--- config.mk ---
export PLATFORM = sky130hd
export DESIGN_NAME = rx_intf_m_axis_arbiter
export DESIGN_NICKNAME = d
export VERILOG_FILES = /design/src/rtl/rx_intf_arb_pkg.sv /design/src/rtl/rx_intf_rr_arb2.sv /design/src/rtl/rx_intf_m_axis_arbiter.sv
export SDC_FILE = /design/constraint.sdc
export NUM_CORES = 1
export LEC_CHECK = 0
export BUFFER_PORTS_ARGS = -buffer_cell sky130_fd_sc_hd__buf_2
export CELL_PAD_IN_SITES_DETAIL_PLACEMENT = 0
export CELL_PAD_IN_SITES_GLOBAL_PLACEMENT = 1
export CORE_MARGIN = 2
export CORE_UTILIZATION = 31
export CTS_BUF_LIST = sky130_fd_sc_hd__clkbuf_16
export DETAILED_ROUTE_END_ITERATION = 16
export PLACE_DENSITY = 0.83
export SETUP_SLACK_MARGIN = 0.15
export SLEW_MARGIN = 20
export SYNTH_ARGS = -nofsm -noshare
export SYNTH_HDL_FRONTEND = slang
export SYNTH_SLANG_ARGS = --single-unit
--- constraint.sdc ---
create_clock -name clk -period 6.5 [get_ports clk]
set_clock_uncertainty 0.15 [all_clocks]
set_input_delay 0.975 -clock clk [delete_from_list [all_inputs] [get_ports clk]]
set_output_delay 0.975 -clock clk [all_outputs]
set_load 0.01 [all_outputs]
--- src/rtl/rx_intf_arb_pkg.sv ---
// Shared types and constants for the rx m_axis channel arbiter.
package rx_intf_arb_pkg;

   // Transfer sequencing states; 3-bit encoding leaves room for spare states.
   typedef enum logic [2:0] {
      ST_IDLE   = 3'd0,
      ST_GRANT  = 3'd1,
      ST_START  = 3'd2,
      ST_STREAM = 3'd3,
      ST_FLUSH  = 3'd4
   } arb_state_t;

   // Number of cycles the m_axis path is held in reset after a tlast timeout.
   localparam int FLUSH_CYCLES    = 8;
   localparam int FLUSH_CNT_WIDTH = $clog2(FLUSH_CYCLES);
   localparam logic [FLUSH_CNT_WIDTH-1:0] FLUSH_LAST = FLUSH_CNT_WIDTH'(FLUSH_CYCLES - 1);

   // Requester indices: decoded packet stream and raw IQ capture stream.
   localparam logic REQ_PKT = 1'b0;
   localparam logic REQ_IQ  = 1'b1;

endpackage

--- src/rtl/rx_intf_rr_arb2.sv ---
// Combinational two-way pick between the packet and IQ requesters.
// Fixed-priority mode always favours the packet stream; round-robin mode
// breaks a tie in favour of whichever requester did not own the channel last.
module rx_intf_rr_arb2
   import rx_intf_arb_pkg::*;
(
   input  logic [1:0] eligible,
   input  logic       last_owner,
   input  logic       prio_mode,
   output logic       valid,
   output logic       winner
);

   // Select the winner from the eligible set.
   always_comb begin
      // NOTE: every output gets a default before any branch so no latch is inferred.
      valid  = |eligible;
      winner = REQ_PKT;
      if (prio_mode) begin
         winner = eligible[0] ? REQ_PKT : REQ_IQ;
      end else if (eligible == 2'b11) begin
         winner = ~last_owner;
      end else begin
         winner = eligible[1] ? REQ_IQ : REQ_PKT;
      end
   end

endmodule

--- src/rtl/rx_intf_m_axis_arbiter.sv ---
// Owns the single rx m_axis DMA channel and shares it between the decoded
// packet stream (requester 0) and the raw IQ capture stream (requester 1).
// Each transfer runs grant -> start pulse -> stream -> completion on tlast;
// a missing tlast is recovered by a timed reset of the m_axis path.
module rx_intf_m_axis_arbiter
   import rx_intf_arb_pkg::*;
#(
   parameter int C_M00_AXIS_TDATA_WIDTH = 64,
   parameter int MAX_BIT_NUM_DMA_SYMBOL = 14,
   parameter int TIMEOUT_WIDTH          = 13
) (
   input  logic                              clk,
   input  logic                              rst,

   input  logic                              req0,
   input  logic                              req1,
   input  logic [MAX_BIT_NUM_DMA_SYMBOL-1:0] req0_num_dma_symbol,
   input  logic [MAX_BIT_NUM_DMA_SYMBOL-1:0] req1_num_dma_symbol,
   input  logic [C_M00_AXIS_TDATA_WIDTH-1:0] req0_data,
   input  logic [C_M00_AXIS_TDATA_WIDTH-1:0] req1_data,
   input  logic                              req0_data_valid,
   input  logic                              req1_data_valid,
   output logic                              gnt0,
   output logic                              gnt1,

   input  logic                              cfg_prio_mode,
   input  logic                              cfg_timeout_enable,
   input  logic [TIMEOUT_WIDTH-1:0]          cfg_timeout_top,
   input  logic                              tsf_pulse_1M,

   input  logic                              m_axis_tlast,
   output logic                              start_1trans_to_m_axis,
   output logic [MAX_BIT_NUM_DMA_SYMBOL-1:0] monitor_num_dma_symbol_to_ps,
   output logic [C_M00_AXIS_TDATA_WIDTH-1:0] data_to_m_axis_out,
   output logic                              data_ready_to_m_axis_out,
   output logic                              m_axis_rst,

   output logic                              timeout_pulse,
   output logic                              busy,
   output logic                              owner,
   output logic [15:0]                       grant_cnt0,
   output logic [15:0]                       grant_cnt1
);

   arb_state_t                 state;
   logic [FLUSH_CNT_WIDTH-1:0] flush_cnt;
   logic [TIMEOUT_WIDTH-1:0]   timeout_cnt;
   logic                       timeout_hit;
   logic [1:0]                 eligible;
   logic                       pick_valid;
   logic                       pick_winner;

   // A requester asking for a zero-length transfer is never considered.
   assign eligible[0] = req0 && (req0_num_dma_symbol != '0);
   assign eligible[1] = req1 && (req1_num_dma_symbol != '0);

   // Timeout fires only once the elapsed microseconds strictly exceed the threshold.
   assign timeout_hit = cfg_timeout_enable && (timeout_cnt > cfg_timeout_top);

   assign busy = (state != ST_IDLE);

   rx_intf_rr_arb2 u_pick (
      .eligible   (eligible),
      .last_owner (owner),
      .prio_mode  (cfg_prio_mode),
      .valid      (pick_valid),
      .winner     (pick_winner)
   );

   // Transfer sequencer with registered strobes, length monitor and counters.
   always_ff @(posedge clk) begin
      // NOTE: sequential state uses non-blocking assignments so every register samples pre-edge values.
      if (rst) begin
         state                        <= ST_IDLE;
         gnt0                         <= 1'b0;
         gnt1                         <= 1'b0;
         start_1trans_to_m_axis       <= 1'b0;
         monitor_num_dma_symbol_to_ps <= '0;
         m_axis_rst                   <= 1'b0;
         timeout_pulse                <= 1'b0;
         owner                        <= REQ_IQ;
         grant_cnt0                   <= 16'd0;
         grant_cnt1                   <= 16'd0;
         timeout_cnt                  <= '0;
         flush_cnt                    <= '0;
      end else begin
         // Single-cycle strobes fall back to 0 unless re-asserted below.
         gnt0                   <= 1'b0;
         gnt1                   <= 1'b0;
         start_1trans_to_m_axis <= 1'b0;
         timeout_pulse          <= 1'b0;

         case (state)
            ST_IDLE: begin
               if (pick_valid) begin
                  state <= ST_GRANT;
                  owner <= pick_winner;
                  gnt0  <= (pick_winner == REQ_PKT);
                  gnt1  <= (pick_winner == REQ_IQ);
                  if (pick_winner == REQ_IQ) begin
                     monitor_num_dma_symbol_to_ps <= req1_num_dma_symbol;
                     grant_cnt1                   <= grant_cnt1 + 16'd1;
                  end else begin
                     monitor_num_dma_symbol_to_ps <= req0_num_dma_symbol;
                     grant_cnt0                   <= grant_cnt0 + 16'd1;
                  end
               end
            end

            ST_GRANT: begin
               state                  <= ST_START;
               start_1trans_to_m_axis <= 1'b1;
            end

            ST_START: begin
               state       <= ST_STREAM;
               timeout_cnt <= '0;
            end

            ST_STREAM: begin
               if (tsf_pulse_1M && (timeout_cnt != '1)) begin
                  timeout_cnt <= timeout_cnt + TIMEOUT_WIDTH'(1);
               end
               // A tlast in the same cycle as the timeout still completes normally.
               if (m_axis_tlast) begin
                  state <= ST_IDLE;
               end else if (timeout_hit) begin
                  state                        <= ST_FLUSH;
                  timeout_pulse                <= 1'b1;
                  m_axis_rst                   <= 1'b1;
                  flush_cnt                    <= '0;
                  monitor_num_dma_symbol_to_ps <= '0;
               end
            end

            ST_FLUSH: begin
               if (flush_cnt == FLUSH_LAST) begin
                  state      <= ST_IDLE;
                  m_axis_rst <= 1'b0;
               end else begin
                  flush_cnt <= flush_cnt + FLUSH_CNT_WIDTH'(1);
               end
            end

            default: begin
               state      <= ST_IDLE;
               m_axis_rst <= 1'b0;
            end
         endcase
      end
   end

   // Route the owner's stream to the m_axis master while a transfer is active.
   always_comb begin
      data_to_m_axis_out       = '0;
      data_ready_to_m_axis_out = 1'b0;
      if ((state == ST_GRANT) || (state == ST_START) || (state == ST_STREAM)) begin
         if (owner == REQ_IQ) begin
            data_to_m_axis_out       = req1_data;
            data_ready_to_m_axis_out = req1_data_valid;
         end else begin
            data_to_m_axis_out       = req0_data;
            data_ready_to_m_axis_out = req0_data_valid;
         end
      end
   end

endmodule

==> impl_metrics.tcl <==
set metrics [dict create \
    ys.warnings.count 0 \
    ys_top_cells_by_area "dfxtp_1 31%, mux2i_1 18%, nor2_1 8.9%" \
    use_met1_pct 22.9 \
    dp_cells 1024 \
    crit_required_ps 5370 \
    synth_common_cells "108 x nor2_1, 82 x mux2i_1, 71 x dfxtp_1" \
    synth_seq_cells 71 \
    num_rows 44 \
    synth_most_common_cell "nor2_1" \
    antenna_found_initial 1 \
    worstSkewPairLatency_ps 330 \
    synth_area_per_cell_um2 7.99 \
    area_growth_pct 43.1 \
    vias_per_cell 4.81 \
    setup_viol_count_final 0 \
    routabilityCongestion 0.826 \
    grt_pass1_vias 4814 \
    grt_overflow 0 \
    dp_hpwl_mm 12.5 \
    worst_setup_hold_path_clk_slew_ps 60 \
    drc 0 \
    period_share_pct 52.1 \
    r2r_start "timeout_cnt[12]$_SDFFE_PP0P_" \
    clock.fmax_ghz 0.295 \
    vdd_drop_max_mv 0.130 \
    port_buffers 296 \
    final_cells 1041 \
    rrSetupSlack_ps 3560 \
    nFillCells 1543 \
    start_kind "flip-flop" \
    busiest_layer "met2" \
    io_pins 297 \
    initial_core_util_pct 31.5 \
    worstSetupEndpointType "output port" \
    die_h_um 125 \
    rr_worst_depth 7 \
    max_slew_margin_pct 29.8 \
    holdPathStages 2 \
    synth-edff-count 0 \
    synthFlopType "dfxtp_1" \
    vias 5004 \
    drv_cap 0 \
    p_per_area_nw_per_um2 207 \
    firstDrtPassIters 4 \
    grt_pass1_wl_mm 24.5 \
    rsz0062_at_grt "no" \
    avgRoutedWirePerCell_um 15.1 \
    cts-root-buf "clkbuf_16" \
    cts_setup_buffers 0 \
    cts_tree "done" \
    holdCritStartpoint "monitor_num_dma_symbol_to_ps[9]$_SDFFE_PP0P_" \
    numCtsBuffers 9 \
    crit_fanout 44 \
    drive_above_1_share_pct 37.7 \
    post_cts_resized 0 \
    core_um2 14500 \
    grt_use_met2_pct 32.5 \
    synthArstFlopShare_pct 0 \
    period_minus_slack_ps 3390 \
    antenna_left 0 \
    ys_seq_area_share_pct 31.1 \
    hp-class "reg -> reg" \
    die_x_um 125 \
    min_to "monitor_num_dma_symbol_to_ps[9]$_SDFFE_PP0P_" \
    status "complete, no violations" \
    synth.distinct_cells 46 \
    finalWirelength_mm 15.7 \
    r2r_end "monitor_num_dma_symbol_to_ps[2]$_SDFFE_PP0P_" \
    criticalPathCategory "reg -> out" \
    htreeDepth 3 \
    hold_viol 0 \
    syn_inst 571 \
    worstMarginPinSlew_ps 1050 \
    drt_iter0_markers 241 \
    hold_buffers 0 \
    cts.sinks 71 \
    slew_violations 0 \
    synth_top_area_share_pct 31.1 \
    die_area_um2 15700 \
    nets 1048 \
    leakagePower_nw 3.54 \
    finalSetupTns_ps 0 \
    arrival_ps 2260 \
    synth_area_leader_cell "dfxtp_1" \
    netlist_area_um2 4560 \
    cts_max_path_buffers 2 \
    grt_max_degree 66 \
    grt_usage_pct 19.3 \
    synth_nets 768 \
    gr-usage-met3_pct 6.93 \
]
[report_power, final]
| group | internal (mW) | total (mW) | switching, mW |
|---|---|---|---|
| sequential | 0.450 | 0.474 | 0.0236 |
| clock | 0.372 | 0.555 | 0.183 |
| combinational | 0.146 | 0.323 | 0.177 |
| total | 0.968 | 1.35 | 0.383 |
[cells in the final DEF, fill, tap and decap left out, drive strengths merged, types with 3 or more instances in the layout]
cell type and count:
nand2 39, xnor2 21, nand3b 3, nand3 19, a21oi 19, and4 6
nand4 6, a211oi 4, clkbuf 9, xor2 12, or4 3, bufinv 3
inv 25, or2 3, and2 3, buf 300, nor2 108, nor4 8
and3 10, or3 8, a31oi 4, nor3 18, o21ai 27, mux2i 82
dfxtp 71, ha 18
[routing by layer]
layer	vias to the layer above	wire, um
met5	-	0
met4	0	306
met3	20	1470
met2	198	7310
met1	2236	6600
li1	2550	-
[flip-flops by register name, indices dropped and copies added (netlist names)]
register                      flops
gnt0                              1
state                             3
gnt1                              1
owner                             1
m_axis_rst                        1
grant_cnt1                       16
start_1trans_to_m_axis            1
timeout_pulse                     1
timeout_cnt                      13
flush_cnt                         3
monitor_num_dma_symbol_to_ps     14
grant_cnt0                       16
[per-stage QoR]
stage | total power [mW] | hold slack (ps) | area, um^2 | util, % | worst slack, ps
5_1_grt | 1.42 | 313 | 6530 | 45.1 | 2840
2_1_floorplan | 0.656 | 321 | 4560 | - | 3430
3_3_place_gp | 0.810 | 279 | 6190 | 42.7 | 2900
3_5_place_dp | 0.810 | 290 | 6190 | 42.7 | 2840
4_1_cts | 1.37 | 298 | 6530 | 45.1 | 3040
6_report | 1.35 | 295 | 6530 | 45.1 | 3110
[kinds of logic (layout without fill, tap and decap cells)]
logic type | Yosys count | after routing | synth area share [%]
simple gates | 239 | 239 | 24.3
mux | 82 | 82 | 18.0
compound gates | 74 | 74 | 10.7
flops | 71 | 71 | 31.1
buf+inv | 54 | 339 | 4.55
xor+xnor | 33 | 33 | 6.33
fa+ha+maj | 18 | 18 | 4.93
other cells | 0 | 1 | 0
[worst max-delay path by stage]
| stage | start | slack, ps | end | cells past startpoint |
|---|---|---|---|---|
| 6_report | owner$_SDFFE_PP1P_ | 3110 | data_to_m_axis_out[4] | 4 |
| 5_1_grt | cfg_timeout_top[12] | 2840 | monitor_num_dma_symbol_to_ps[2]$_SDFFE_PP0P_ | 9 |
| 4_1_cts | owner$_SDFFE_PP1P_ | 3040 | data_to_m_axis_out[4] | 4 |
| 3_5_place_dp | req0_num_dma_symbol[5] | 2840 | monitor_num_dma_symbol_to_ps[3]$_SDFFE_PP0P_ | 7 |
| 3_3_place_gp | req0_num_dma_symbol[5] | 2900 | monitor_num_dma_symbol_to_ps[8]$_SDFFE_PP0P_ | 7 |
| 2_1_floorplan | req0_num_dma_symbol[2] | 3430 | monitor_num_dma_symbol_to_ps[0]$_SDFFE_PP0P_ | 7 |
[critical path, cell delays in order, from the launching register on]
cell	delay, ps
dfxtp_4	800
buf_4	500
mux2i_1	360
nor2_1	70
buf_2	160
[layout make-up]
type | count | area [um^2] | share of cell area [%]
clock buffers | 9 | 225 | 3.45
clock inverters | 7 | 114 | 1.74
repair buffers | 300 | 1510 | 23.1
multi-input cells | 446 | 2940 | 45.0
inverters | 23 | 86.3 | 1.32
diodes | 1 | 2.50 | 0.0383
well taps | 184 | 230 | 3.53
flip-flops and latches | 71 | 1430 | 21.8
Power figures use the tool's default switching activity.
